<file path="config.mk">
export PLATFORM = sky130hd
export DESIGN_NAME = ks_string_voice_flat
export DESIGN_NICKNAME = d
export VERILOG_FILES = /design/src/rtl/ks_string_voice_if.sv /design/src/rtl/ks_string_voice.sv /design/src/flat_wrapper.sv
export SDC_FILE = /design/constraint.sdc
export NUM_CORES = 2
export LEC_CHECK = 0
export CORE_MARGIN = 5
export CORE_UTILIZATION = 35
export DETAILED_ROUTE_END_ITERATION = 7
export GPL_TIMING_DRIVEN = 0
export REMOVE_ABC_BUFFERS = 1
export SYNTH_ARGS = -nofsm -noshare
export SYNTH_HDL_FRONTEND = slang
export SYNTH_SLANG_ARGS = --single-unit
</file>
<file path="constraint.sdc">
create_clock -name clok -period 17.2 [get_ports clok]
set_input_delay 4.3 -clock clok [delete_from_list [all_inputs] [get_ports clok]]
set_output_delay 4.3 -clock clok [all_outputs]
set_load 0.005 [all_outputs]
</file>
<file path="src/rtl/ks_string_voice_if.sv">
// Control/audio bundle between the note controller, the sample-rate divider and one string voice.
// master = controller/divider side, slave = the voice.
interface ks_string_voice_if #(
  parameter int unsigned WIDTH  = 8,
  parameter int unsigned ADDR_W = 8
);
  logic              pluck;
  logic              mute;
  logic [ADDR_W-1:0] len;
  logic              sample_en;
  logic [WIDTH-1:0]  sample;
  logic              valid;
  logic              busy;

  modport master (
    output pluck, mute, len, sample_en,
    input  sample, valid, busy
  );

  modport slave (
    input  pluck, mute, len, sample_en,
    output sample, valid, busy
  );
endinterface

</file>
<file path="src/rtl/ks_string_voice.sv">
// Karplus-Strong string voice: LFSR-noise-loaded circular delay line recirculated through a
// two-tap averaging low-pass once per sample_en. Define KS_DECAY_EN for extra DECAY_SHIFT attenuation.
module ks_string_voice #(
  parameter int unsigned WIDTH       = 8,
  parameter int unsigned ADDR_W      = 8,
  parameter int unsigned DECAY_SHIFT = 4
) (
  input  logic             clok,
  input  logic             rst_n,
  ks_string_voice_if.slave voice
);

  localparam int unsigned MAX_LEN = 1 << ADDR_W;
  localparam int unsigned LFSR_W  = 16;

`ifdef KS_DECAY_EN
  localparam bit DECAY_ON = 1'b1;
`else
  localparam bit DECAY_ON = 1'b0;
`endif
  // Shifting a WIDTH-bit value by WIDTH yields zero, so the plain build reduces to y = avg.
  localparam int unsigned DSH = DECAY_ON ? DECAY_SHIFT : WIDTH;

  typedef enum logic [1:0] {
    S_IDLE,
    S_LOAD,
    S_PLAY
  } state_t;

  state_t              state;
  logic [ADDR_W-1:0]   ptr;
  logic [ADDR_W-1:0]   len_q;
  logic [LFSR_W-1:0]   lfsr;
  logic [WIDTH-1:0]    sample_q;
  logic                valid_q;
  logic                busy_q;

  logic [WIDTH-1:0]    dline [MAX_LEN];

  logic                fb_c;
  logic                accept_c;
  logic [ADDR_W-1:0]   len_clamp_c;
  logic [ADDR_W-1:0]   last_c;
  logic [ADDR_W-1:0]   nxt_c;
  logic [WIDTH:0]      sum_c;
  logic [WIDTH-1:0]    avg_c;
  logic [WIDTH-1:0]    y_c;
  logic                we_c;
  logic [WIDTH-1:0]    wdata_c;

  // Filter datapath and control decode.
  always_comb begin
    fb_c        = lfsr[15] ^ lfsr[13] ^ lfsr[12] ^ lfsr[10];
    accept_c    = voice.pluck && !voice.mute && (state != S_LOAD);
    len_clamp_c = (voice.len < ADDR_W'(2)) ? ADDR_W'(2) : voice.len;
    last_c      = len_q - ADDR_W'(1);
    nxt_c       = (ptr == last_c) ? '0 : ptr + ADDR_W'(1);
    sum_c       = {1'b0, dline[ptr]} + {1'b0, dline[nxt_c]};
    avg_c       = sum_c[WIDTH:1];
    y_c         = avg_c - (avg_c >> DSH);
    we_c        = 1'b0;
    wdata_c     = y_c;
    if (rst_n && !voice.mute) begin
      if (state == S_LOAD) begin
        we_c    = 1'b1;
        wdata_c = WIDTH'(lfsr);
      end else if (state == S_PLAY && voice.sample_en && !accept_c) begin
        we_c    = 1'b1;
      end
    end
  end

  // Delay line: never reset, written at ptr during LOAD and on each PLAY strobe.
  always_ff @(posedge clok) begin
    if (we_c) begin
      dline[ptr] <= wdata_c;
    end
  end

  // Control FSM with registered outputs; mute outranks pluck, pluck outranks sample_en.
  always_ff @(posedge clok) begin
    if (!rst_n) begin
      state    <= S_IDLE;
      ptr      <= '0;
      len_q    <= ADDR_W'(2);
      lfsr     <= 16'hACE1;
      sample_q <= '0;
      valid_q  <= 1'b0;
      busy_q   <= 1'b0;
    end else begin
      valid_q <= 1'b0;
      if (voice.mute) begin
        state    <= S_IDLE;
        sample_q <= '0;
        busy_q   <= 1'b0;
      end else if (accept_c) begin
        len_q  <= len_clamp_c;
        ptr    <= '0;
        state  <= S_LOAD;
        busy_q <= 1'b1;
      end else begin
        case (state)
          S_LOAD: begin
            lfsr <= {lfsr[14:0], fb_c};
            if (ptr == last_c) begin
              ptr    <= '0;
              state  <= S_PLAY;
              busy_q <= 1'b0;
            end else begin
              ptr <= ptr + ADDR_W'(1);
            end
          end
          S_PLAY: begin
            if (voice.sample_en) begin
              sample_q <= y_c;
              valid_q  <= 1'b1;
              ptr      <= nxt_c;
            end
          end
          default: begin
          end
        endcase
      end
    end
  end

  assign voice.sample = sample_q;
  assign voice.valid  = valid_q;
  assign voice.busy   = busy_q;

endmodule

</file>
<file path="src/flat_wrapper.sv">
// flat-port wrapper written by rule: the top's interface ports become plain ports
module ks_string_voice_flat 
#(
  parameter int unsigned WIDTH       = 8,
  parameter int unsigned ADDR_W      = 8,
  parameter int unsigned DECAY_SHIFT = 4
)
  (clok, rst_n, voice_pluck, voice_mute, voice_len, voice_sample_en, voice_sample, voice_valid, voice_busy);
  ks_string_voice_if #(.WIDTH(WIDTH), .ADDR_W(ADDR_W)) voice_i ();
  input  logic clok;
  input  logic rst_n;
  input wire logic [$bits(voice_i.pluck)-1:0] voice_pluck;
  input wire logic [$bits(voice_i.mute)-1:0] voice_mute;
  input wire logic [$bits(voice_i.len)-1:0] voice_len;
  input wire logic [$bits(voice_i.sample_en)-1:0] voice_sample_en;
  output wire logic [$bits(voice_i.sample)-1:0] voice_sample;
  output wire logic [$bits(voice_i.valid)-1:0] voice_valid;
  output wire logic [$bits(voice_i.busy)-1:0] voice_busy;
  assign voice_i.pluck = voice_pluck;
  assign voice_i.mute = voice_mute;
  assign voice_i.len = voice_len;
  assign voice_i.sample_en = voice_sample_en;
  assign voice_sample = voice_i.sample;
  assign voice_valid = voice_i.valid;
  assign voice_busy = voice_i.busy;
  ks_string_voice #(.WIDTH(WIDTH), .ADDR_W(ADDR_W), .DECAY_SHIFT(DECAY_SHIFT)) u_core (.clok(clok), .rst_n(rst_n), .voice(voice_i));
endmodule
</file>
==> results.json <==
{
  "cts_tree": "yes",
  "end_kind": "flip-flop",
  "remaining_drc_errors": 0,
  "chipHeight_um": 541,
  "worstSkewPairLatency_ns": 0.88,
  "firstDrtPassIters": 6,
  "max_stage_delay_ns": 1.06,
  "crit_required_ns": 17.80,
  "grt_pass1_wl_mm": 456,
  "clock-sinks": 2099,
  "p_per_area_nw_per_um2": 98.7,
  "finalMaxSlewViolations": 11,
  "ios": 23,
  "post_cts_resize_count": 0,
  "ff2ff_path_depth": 29,
  "layout_common_cells": "edfxtp_1 (2,048), mux4_2 (938), a221oi_1 (368), nor2_1 (286), nand2_1 (236)",
  "p_leak_uw": 0.0330,
  "coreArea_um2": 280000,
  "arrival_ns": 11.15,
  "r2r_setup_slack_ns": 6.65,
  "setup_ws_ns": 6.65,
  "finalCritPeriodShare": 0.613,
  "grt_util_all_layers": 0.216,
  "synth-edff-count": 2048,
  "die_x_um": 541,
  "cts_setup_buffers": 0,
  "wire_per_inst_um": 34.5,
  "die_area_um2": 292000,
  "yosysSeqAreaShare": 0.635,
  "initial_core_util": 0.352,
  "synth_flop_cell": "edfxtp_1",
  "fillers": 24400,
  "hpwl_mm": 215,
  "skew_ns": 0.0333,
  "cp-startpoint": "u_core.ptr[0]",
  "use_met3": 0.0504,
  "worstHoldPathType": "reg2reg",
  "synth_cells": 5537,
  "hold_buffers": 0,
  "finalCriticalPeriod_ns": 10.55,
  "gr-total-overflow": 0,
  "synth.ff_latch_count": 2099,
  "avgSynthCellArea_um2": 17.8,
  "grtUsageMet2": 0.332,
  "grt_setup_unrepaired": "false",
  "via_per_inst": 6.47,
  "layout-drive-gt1-share": 0.278,
  "busiest_layer": "met2",
  "violations": "capacitance limit, slew limit",
  "post-place-ws_ns": 6.51,
  "std_cell_rows": 194,
  "status": "finished, violations left",
  "antenna_found_initial": 23,
  "wirelength_mm": 324,
  "grt_start_max_net_pins": 117,
  "area_growth_pct": 15.8,
  "worstMarginPinSlew_ns": 1.53,
  "first_global_vias": 59500,
  "slew_headroom": -0.0322,
  "syn-cell-area_um2": 98500,
  "route.vias.total": 60800,
  "grt.met1_usage": 0.288,
  "max_freq_ghz": 0.0948,
  "crit_path_start_kind": "flip-flop",
  "clock_path_buffers": 3,
  "drv_cap": 2,
  "regToRegStartpoint": "u_core.ptr[0]",
  "yosys.cell_types.count": 70,
  "worstSetupPathType": "reg2reg",
  "layout.nets": 5514,
  "ff_latch_area_um2": 62500,
  "setup_viol_count_final": 0,
  "multi_input_area_um2": 34100,
  "cts-root-buf": "clkbuf_16",
  "path_max_fanout": 86,
  "numPortBuffers": 22,
  "async_reset_ff_frac": 0,
  "slowest_stage": "nand2_1",
  "cp_common_cell": "buf_16",
  "cts_buffers": 208,
  "htreeDepth": 4,
  "synth_warnings": 0,
  "peakVddDrop_uv": 99.1,
  "reg2reg_to": "u_core.dline[253][5]",
  "crit_path_end": "u_core.dline[253][5]",
  "cts.reportedPaths.clkPinSlew_ns": 0.07,
  "place.gp.congestion": 0.908,
  "drt_iter0_markers": 9082,
  "finalHoldViolCount": 0,
  "final_common_cell": "edfxtp_1",
  "tns_ns": 0,
  "ant_nets": 0
}
registers in the layout (all words and copies together), names as in the netlist, named ones only:
| name | flops |
|---|---|
| u_core.dline | 2048 |
| u_core.len_q | 8 |
| u_core.lfsr | 16 |
| u_core.ptr | 8 |
| u_core.state | 1 |
| u_core.voice.busy | 1 |
| u_core.voice.sample | 8 |
| u_core.voice.valid | 1 |
how the worst min path moves through the flow:
stage	start	endpoint	slack (ns)	cells past startpoint
after global placement	u_core.lfsr[2]	u_core.lfsr[2]	0.44	2
after global routing	u_core.lfsr[2]	u_core.lfsr[2]	0.48	2
after CTS	u_core.lfsr[2]	u_core.lfsr[2]	0.46	2
after detailed placement	u_core.lfsr[2]	u_core.lfsr[2]	0.45	2
final	u_core.lfsr[2]	u_core.lfsr[2]	0.46	2
after floorplan	u_core.lfsr[2]	u_core.lfsr[2]	0.42	2
synth_stat cells, types with 5 or more instances:
master | count | share of area
buf_1 | 88 | 0.0034
buf_2 | 125 | 0.0064
o211ai_1 | 8 | 0.00061
xor2_1 | 12 | 0.0011
o221ai_1 | 20 | 0.0018
nand4_1 | 6 | 0.00038
o311ai_0 | 70 | 0.0062
nor2b_1 | 20 | 0.0013
o22ai_1 | 36 | 0.0023
a311oi_1 | 7 | 0.00062
nor4_1 | 11 | 0.00070
mux2i_1 | 123 | 0.012
o22a_1 | 8 | 0.00071
mux2_2 | 7 | 0.00080
nor2_1 | 291 | 0.011
nand2b_1 | 9 | 0.00057
a22oi_1 | 14 | 0.0011
edfxtp_1 | 2048 | 0.62
nor3_1 | 178 | 0.0090
o21ai_1 | 7 | 0.00036
dfxtp_1 | 51 | 0.010
a21oi_1 | 84 | 0.0043
clkbuf_1 | 275 | 0.010
a31oi_1 | 38 | 0.0024
and2_1 | 5 | 0.00032
a221oi_1 | 368 | 0.033
o2111ai_1 | 6 | 0.00053
nand3_1 | 101 | 0.0051
ha_1 | 14 | 0.0018
a21boi_0 | 6 | 0.00046
mux4_2 | 938 | 0.21
and3_1 | 6 | 0.00038
buf_4 | 37 | 0.0028
o31ai_1 | 6 | 0.00046
xnor2_1 | 14 | 0.0012
a22o_1 | 6 | 0.00053
inv_1 | 14 | 0.00053
nand2_1 | 251 | 0.0096
o21ai_0 | 64 | 0.0033
a211oi_1 | 119 | 0.0091
layout make-up:
cell class	count	share of cell area
well taps	3724	0.0408
clock buffers	235	0.0467
flip-flops and latches	2099	0.548
clock inverters	151	0.0158
repair buffers	265	0.0491
multi-input cells	2896	0.298
inverters	16	0.000603
diodes	10	0.000219
critical path, delay by kind of cell (launching register included):
family	cells	cell delay, ns
flops	1	0.82
buf+inv	10	2.95
simple gates	9	2.83
fa+ha+maj	2	1.52
compound gates	7	1.35
xor+xnor	1	0.32
cell families after synthesis:
kind of cell    count (synthesis)  synth area share
fa+ha+maj                      15           0.00198
mux                          1068             0.228
buf+inv                       542            0.0237
flops                        2099             0.635
compound gates                898            0.0703
simple gates                  889            0.0394
xor+xnor                       26           0.00231
metal layers:
layer / vias to the layer above / part of all wire
met3: 748 / 0.11
met2: 4209 / 0.46
li1: 23800 / -
met5: - / 0.00019
met1: 32000 / 0.37
met4: 10 / 0.058
through the flow:
step	hold slack, ns	utilization	power, µW	cell area (µm²)	std cells
after floorplan	0.423	-	6470	96200	5011
after global placement	0.444	0.361	6940	101000	8757
after detailed placement	0.446	0.382	6530	107000	8999
after CTS	0.457	0.407	11300	114000	9385
after global routing	0.485	0.408	11500	114000	9386
final	0.461	0.408	11300	114000	9396
power breakdown:
part	internal (µW)	total, µW	leakage (µW)	switching [µW]
logic	222	664	0.0107	442
clock network	2800	4820	0.00345	2020
registers	5760	5770	0.0188	5.26
total	8780	11300	0.0330	2470
(Power assumes the default switching activity.)
